<file path="src/rtl/as5401_cpu.sv">
// AS5401 4-bit accumulator core.
// One opcode runs per 4-clock machine cycle (T0..T3), and the current phase is exported one-hot.
// The opcode is latched at the end of T0, the operand at the end of T2.
// Architectural state commits at the end of T3.
module as5401_cpu (
  input  logic       clk,
  input  logic       rst,
  input  logic [3:0] instr,
  input  logic [3:0] data_in,
  output logic [3:0] data_out,
  output logic       data_oe,
  input  logic       ef0,
  input  logic       ef1,
  output logic [7:0] db0,
  output logic [3:0] clock_state,
  output logic       write,
  output logic       i_f,
  output logic       mar,
  output logic       jmp
);

  typedef enum logic [3:0] {
    T0 = 4'b0001,
    T1 = 4'b0010,
    T2 = 4'b0100,
    T3 = 4'b1000
  } phase_t;

  typedef enum logic [3:0] {
    OP_LD   = 4'h0, OP_STR  = 4'h1, OP_SEI = 4'h2, OP_LML = 4'h3,
    OP_JMP  = 4'h4, OP_SKF0 = 4'h5, OP_SKF1 = 4'h6, OP_LDR = 4'h7,
    OP_ADD  = 4'h8, OP_SUB  = 4'h9, OP_AND = 4'hA, OP_OR  = 4'hB,
    OP_XOR  = 4'hC, OP_NOT  = 4'hD, OP_NOP = 4'hE, OP_LMH = 4'hF
  } op_t;

  phase_t     phase, phase_nxt;
  op_t        op;
  logic [3:0] acc, r, opnd;
  logic       carry, skip;

  // Next-state values produced by the T3 commit
  logic [3:0] acc_nxt, r_nxt;
  logic [7:0] db0_nxt;
  logic       carry_nxt, i_f_nxt, skip_nxt;
  logic [4:0] sum;

  assign clock_state = phase;
  assign data_out    = acc;
  assign data_oe     = write | jmp;

  // Phase register: free-running T0->T1->T2->T3 ring
  always_ff @(posedge clk) begin
    if (rst) phase <= T0;
    else     phase <= phase_nxt;
  end

  // Phase successor
  always_comb begin
    phase_nxt = T0;
    case (phase)
      T0:      phase_nxt = T1;
      T1:      phase_nxt = T2;
      T2:      phase_nxt = T3;
      T3:      phase_nxt = T0;
      default: phase_nxt = T0;
    endcase
  end

  // Opcode fetch (end of T0) and operand capture (end of T2)
  always_ff @(posedge clk) begin
    if (rst) begin
      op   <= OP_LD;
      opnd <= 4'h0;
    end else begin
      if (phase == T0) op <= op_t'(instr);
      // An immediate is only taken by LD while i_f is set.
      if (phase == T2) opnd <= (op == OP_LD && i_f) ? instr : data_in;
    end
  end

  // Strobes: raised when the opcode is fetched and dropped when it commits.
  // While skip is set, the fetched opcode raises no strobe.
  always_ff @(posedge clk) begin
    if (rst) begin
      write <= 1'b0;
      mar   <= 1'b0;
      jmp   <= 1'b0;
    end else if (phase == T0) begin
      write <= !skip && (instr == OP_STR);
      mar   <= !skip && (instr == OP_LML || instr == OP_LMH);
      jmp   <= !skip && (instr == OP_JMP);
    end else if (phase == T3) begin
      write <= 1'b0;
      mar   <= 1'b0;
      jmp   <= 1'b0;
    end
  end

  // Execute: compute the values committed at the end of T3
  always_comb begin
    acc_nxt   = acc;
    r_nxt     = r;
    db0_nxt   = db0;
    carry_nxt = carry;
    i_f_nxt   = i_f;
    skip_nxt  = skip;
    sum       = 5'd0;
    if (skip) begin
      // The skipped instruction is a NOP, and it consumes the skip.
      skip_nxt = 1'b0;
    end else begin
      case (op)
        OP_LD:   begin acc_nxt = opnd; i_f_nxt = 1'b0; end
        OP_STR:  ;
        OP_SEI:  i_f_nxt = 1'b1;
        OP_LML:  db0_nxt[3:0] = acc;
        OP_JMP:  db0_nxt = {r, acc};
        OP_SKF0: skip_nxt = ef0;
        OP_SKF1: skip_nxt = ef1;
        OP_LDR:  r_nxt = acc;
        OP_ADD:  begin
          sum = {1'b0, acc} + {1'b0, opnd};
          {carry_nxt, acc_nxt} = sum;
        end
        OP_SUB:  begin
          // carry=1 means no borrow
          sum = {1'b0, acc} + {1'b0, ~opnd} + 5'd1;
          {carry_nxt, acc_nxt} = sum;
        end
        OP_AND:  acc_nxt = acc & opnd;
        OP_OR:   acc_nxt = acc | opnd;
        OP_XOR:  acc_nxt = acc ^ opnd;
        OP_NOT:  acc_nxt = ~acc;
        OP_NOP:  ;
        OP_LMH:  db0_nxt[7:4] = acc;
        default: ;
      endcase
    end
  end

  // Architectural commit at the end of T3
  always_ff @(posedge clk) begin
    if (rst) begin
      acc   <= 4'h0;
      r     <= 4'h0;
      db0   <= 8'h00;
      carry <= 1'b0;
      i_f   <= 1'b0;
      skip  <= 1'b0;
    end else if (phase == T3) begin
      acc   <= acc_nxt;
      r     <= r_nxt;
      db0   <= db0_nxt;
      carry <= carry_nxt;
      i_f   <= i_f_nxt;
      skip  <= skip_nxt;
    end
  end

endmodule

</file>
<file path="config.mk">
export PLATFORM = sky130hd
export DESIGN_NAME = as5401_cpu
export DESIGN_NICKNAME = d
export VERILOG_FILES = /design/src/rtl/as5401_cpu.sv
export SDC_FILE = /design/constraint.sdc
export NUM_CORES = 1
export LEC_CHECK = 0
export CORE_ASPECT_RATIO = 0.7
export CORE_MARGIN = 1
export CORE_UTILIZATION = 53
export CTS_CLUSTER_SIZE = 24
export DETAILED_ROUTE_END_ITERATION = 10
export PLACE_DENSITY = 0.8
export SETUP_SLACK_MARGIN = 0.02
export SLEW_MARGIN = 15
export SYNTH_ARGS = -nofsm -noshare
export SYNTH_HDL_FRONTEND = slang
export SYNTH_SLANG_ARGS = --single-unit
</file>
<file path="constraint.sdc">
create_clock -name clk -period 2.5 [get_ports clk]
set_clock_uncertainty 0.2 [all_clocks]
set_input_delay 0.25 -clock clk [delete_from_list [all_inputs] [get_ports clk]]
set_output_delay 0.25 -clock clk [all_outputs]
set_load 0.1 [all_outputs]
</file>
---- After elaboration in Yosys (flattened, before gate mapping) ----
Cells that the tools add are included.
word-level totals
  register bits ........................... 33
  bits of input ports ..................... 12
  word-level logic and storage cells ...... 71
operators by class
  $add $sub $neg .......................... 3
  equal/unequal tests ..................... 21
  muxes and demuxes ....................... 11
  bitwise gates (word level) .............. 7
  reductions and logical operators ........ 17
operators by type and width
  kind                 count
  $eq 4x4->1 const B   9
  $pmux 4 s7           1
  $eq 4x3->1 const B   6
  $eq 4x2->1 const B   4
  $reduce_and 3->1     5
  $pmux 4 s3           1
  $add 4x4->4          2
  $eq 4x1->1 const B   2
  $not 4->4            2
  $pmux 4 s2           1
  $reduce_bool 7->1    1
  $reduce_bool 2->1    3
  $mux 1               5
  $add 4x1->4 const B  1
  $and 4x4->4          1
  $logic_and 1x1->1    4
  $logic_not 4->1      1
  $mux 4               1
  $or 4x4->4           1
  $pmux 1 s2           2
  $xor 4x4->4          1
  $reduce_or 2->1      1
  $logic_not 1->1      1
  $logic_or 1x1->1     1
  other kinds (2)      2

---- Longest topological paths before layout ----
  depth in word-level cells ............... 4
  mapped depth ............................ 9
  mapped depth without buffers ............ 9

---- Worst setup path before layout ----
No wires, ideal clock.
  path kind ............................... register to register
  start point ............................. register acc[1], in the netlist data_out[1]
  end point ............................... register acc[1], in the netlist data_out[1]
  setup time .............................. 0.092 ns
  arrival ................................. 2.616 ns
  required time ........................... 2.208 ns
  slack ................................... -0.408 ns
  cell stages (with the launch flop) ...... 8
  buffers on the path ..................... 0
  path through ............................ dfxtp_1 -> inv_1 -> fa_1 -> nor2_1 -> a211oi_1 -> a211o_1 -> and4_1 -> nor4_1
between the ends
  cells in the longest elaborated chain, start to end .. 3
  elaborated cells on any way between the ends .. 8
  classes of those cells .................. add/sub: 3; mux: 1; bitwise: 4
ends and longest elaborated chain
  element                   line  RTL
  start: declaration        38    logic [3:0] acc, r, opnd;
  start signal: assignment  151   acc <= acc_nxt;
  $add 4x4->4               127   sum = {1'b0, acc} + {1'b0, ~opnd} + 5'd1;
  $add 4x1->4               127
  $pmux 4 s7 *              112   case (op)
Mark *: on every way between the ends. The rest lies on a longest branch, timed or not.
A chain may end at the register's enable or synchronous reset.

---- Final worst setup path ----
  start point ............................. register phase[1], in the netlist clock_state[1]
  end point ............................... register db0[6]
between the ends
  cells in the longest elaborated chain, start to end .. 2
ends and longest elaborated chain
  element                            line  RTL
  start: declaration                 36    phase_t phase, phase_nxt;
  start signal: assignment           54    else phase <= phase_nxt;
  $eq 4x4->1                         150   end else if (phase == T3) begin
  $reduce_and 3->1 (no source line)  n/a
  end signal: assignment             153   db0 <= db0_nxt;
  end: declaration                   14    output logic [7:0] db0,
Every way passes these cells.

==> impl_metrics.ini <==
[route]
wl_per_cell_um = 15.5
drc = 0
viasPerCell = 5.72
first_iter_violations = 158
routed_wl_um = 4940
dr.pass1.iters = 4
ant_nets = 0
vias = 1825

[sta]
post-route-period-util_pct = 93.7
min_period_ps = 2340
slew_headroom_pct = 66.8
setup-tns-final_ps = 0
max_freq_ghz = 0.427
drv_slew = 0
hold_viol_final = 0
rsz0062_at_grt = false
hold_ws_ps = 291
finalSetupViolations = 0
max_slew.worst_pin.slew_ps = 498

[grt]
grt_pass1_vias = 1520
grt-busiest-layer = met1
grt_use_met3_pct = 8.00
grt_overflow = 0
grt_pass1_wl_um = 7860
grt_start_max_net_pins = 20
antenna_found_initial = 0
grtUsageTotal_pct = 27.5
use_met2_pct = 37.2
met1_usage_pct = 41.4

[setup_path]
cp.required_ps = 2490
path_max_fanout = 10
max_stage_delay_ps = 560
worstPathArrival_ps = 2340
crit_path_top_delay_cell = or4b_4
worstSetupPathType = flip-flop to flip-flop
start_kind = flip-flop
r2r_setup_slack_ps = 160
endpoint_kind = flip-flop
path_cells = or4b_4, or2_1, a211oi_4, buf_4, nor2_1, a211oi_1

[synth]
synth_flop_cell = dfxtp_1
avgSynthCellArea_sq_um = 8.61
syn_inst = 229
yosys_warnings = 0
synth_cell_types = 49
async_flop_share_pct = 0
ys_seq_area_share_pct = 33.5
syn-num-nets = 254
synth_seq_cells = 33
synth-edff-count = 0
synth_area_sq_um = 1970

[place]
hpwl_um = 3600
dp.cells = 310
port-buffer-count = 32
gp_congestion = 0.870

[floorplanning]
ioPinCount = 33
dieArea_sq_um = 3970
start_util_pct = 55.7
coreArea_sq_um = 3540
die_x_um = 74.9
die_y_um = 53.0
rows = 18

[layout]
layout.nets = 293
area.growth.synth_to_final_pct = 24.8
drive_above_1_share_pct = 23.0
antenna_cells = 0
finalNonFillerCells = 319

[clocking]
clk_latency_ps = 290
clockBufferDepth = 2
cts_made_buffers = 5
cts_root_buffer = clkbuf_8
clkSlewWorstSetupHoldPaths_ps = 70
htree_levels = 2
post_cts_resized = 0
cts_tree = yes
cts_sinks = 33

[run]
maxCapViolations = 0

[outcome]
outcome = completed

[power]
powerDensity_nw_per_um2 = 588
cellLeakagePower_nw = 0.923
ir_drop_mv = 0.402

[min_path]
hold_class = flip-flop to flip-flop
==> worst max-delay path: cells and delay by family (launching register included) <==
kind	cells	cell delay, ps
AO/OA/AOI/OAI	2	480
AND/OR/NAND/NOR	3	1020
flip-flops	1	340
buffers and inverters	1	190
==> through the flow <==
step	power (W)	worst slack, ps	utilization [%]	cell area (sq um)
3_5_place_dp	0.00100	162	66.5	2350
3_3_place_gp	0.000993	226	66.5	2350
6_report	0.00145	159	69.5	2460
2_1_floorplan	0.000887	-15.5	-	1980
5_1_grt	0.00151	35.7	69.5	2460
4_1_cts	0.00145	128	69.3	2450
==> area by class of cell <==
type,instances,area (sq um)
clock buffers,7,96.3
repair buffers,46,373
well taps,50,62.6
fillers,309,1080
clock inverters,1,5.00
inverters,14,52.6
flip-flops and latches,33,672
multi-input cells,168,1200
==> state kept, by name, indices dropped and copies added, names as in the netlist <==
signal and flops:
skip 1, opnd 4, clock_state 4, op 4, write 1, jmp 1
data_out 4, i_f 1, db0 8, mar 1, r 4
==> what timing repair did <==
action,4_1_cts,5_1_grt
buffers inserted,0,1
setup endpoints to repair,0,2
hold buffers,0,0
==> logic make-up after synthesis <==
kind of cell,count (synthesis),synth area share (%)
DFF,33,33.5
and+or+nand+nor,82,23.2
adders and majority gates,13,9.02
AOI/OAI and AO/OA,53,18.5
xor gates and xnor gates,2,0.889
buffers and inverters,28,5.71
muxes,18,9.21
==> report_power, final <==
group	internal, W	total [W]	switching, W
Combinational	0.000143	0.000414	0.000271
Sequential	0.000551	0.000582	0.0000311
Clock	0.000249	0.000450	0.000201
Total	0.000943	0.00145	0.000503
==> synth_stat cells, types with 3 or more instances <==
master / number / area [sq um]
a211oi_1: 10 / 75.1
a21oi_1: 16 / 80.1
a31oi_1: 3 / 18.8
clkbuf_1: 12 / 45.0
dfxtp_1: 33 / 661
ha_1: 11 / 138
inv_1: 14 / 52.6
mux2i_1: 17 / 170
nand2_1: 5 / 18.8
nand3_1: 4 / 20.0
nor2_1: 38 / 143
nor2b_1: 4 / 25.0
nor3_1: 4 / 20.0
nor4_1: 4 / 25.0
o21ai_0: 8 / 40.0
or3_1: 4 / 25.0
==> routing by layer <==
layer / part of all wire (%) / routed length, um
met3: 8.3 / 412
met5: 0 / 0
met4: 1.2 / 58
met1: 49 / 2400
met2: 42 / 2070
==> worst paths after layout <==
| path | from | endpoint | cells past startpoint |
|---|---|---|---|
| worst max-delay path | clock_state[1] | db0[6] | 6 |
| worst min-delay path | jmp | jmp | 2 |
| worst max register to register | clock_state[1] | db0[6] | 6 |
| worst min register to register | jmp | jmp | 2 |
==> cell usage in the layout, fill, tap and decap left out, drive strengths merged, types with 2 or more instances in the layout <==
cell type and instances:
mux2i 17, clkdlybuf4s50 11, a21oi 16, nand4 2
nor4b 3, dfxtp 33, nand2 5, nor2 38
nor4 4, a211oi 12, inv 14, nand3 4
nand3b 2, buf 35, or3 4, fa 2
or2 3, or4 2, o2111ai 2, nor3 6
clkbuf 7, nor2b 4, ha 11, a31oi 3
xnor2 2, o21ai 9
Note: power is estimated with default switching activity, not from simulation.
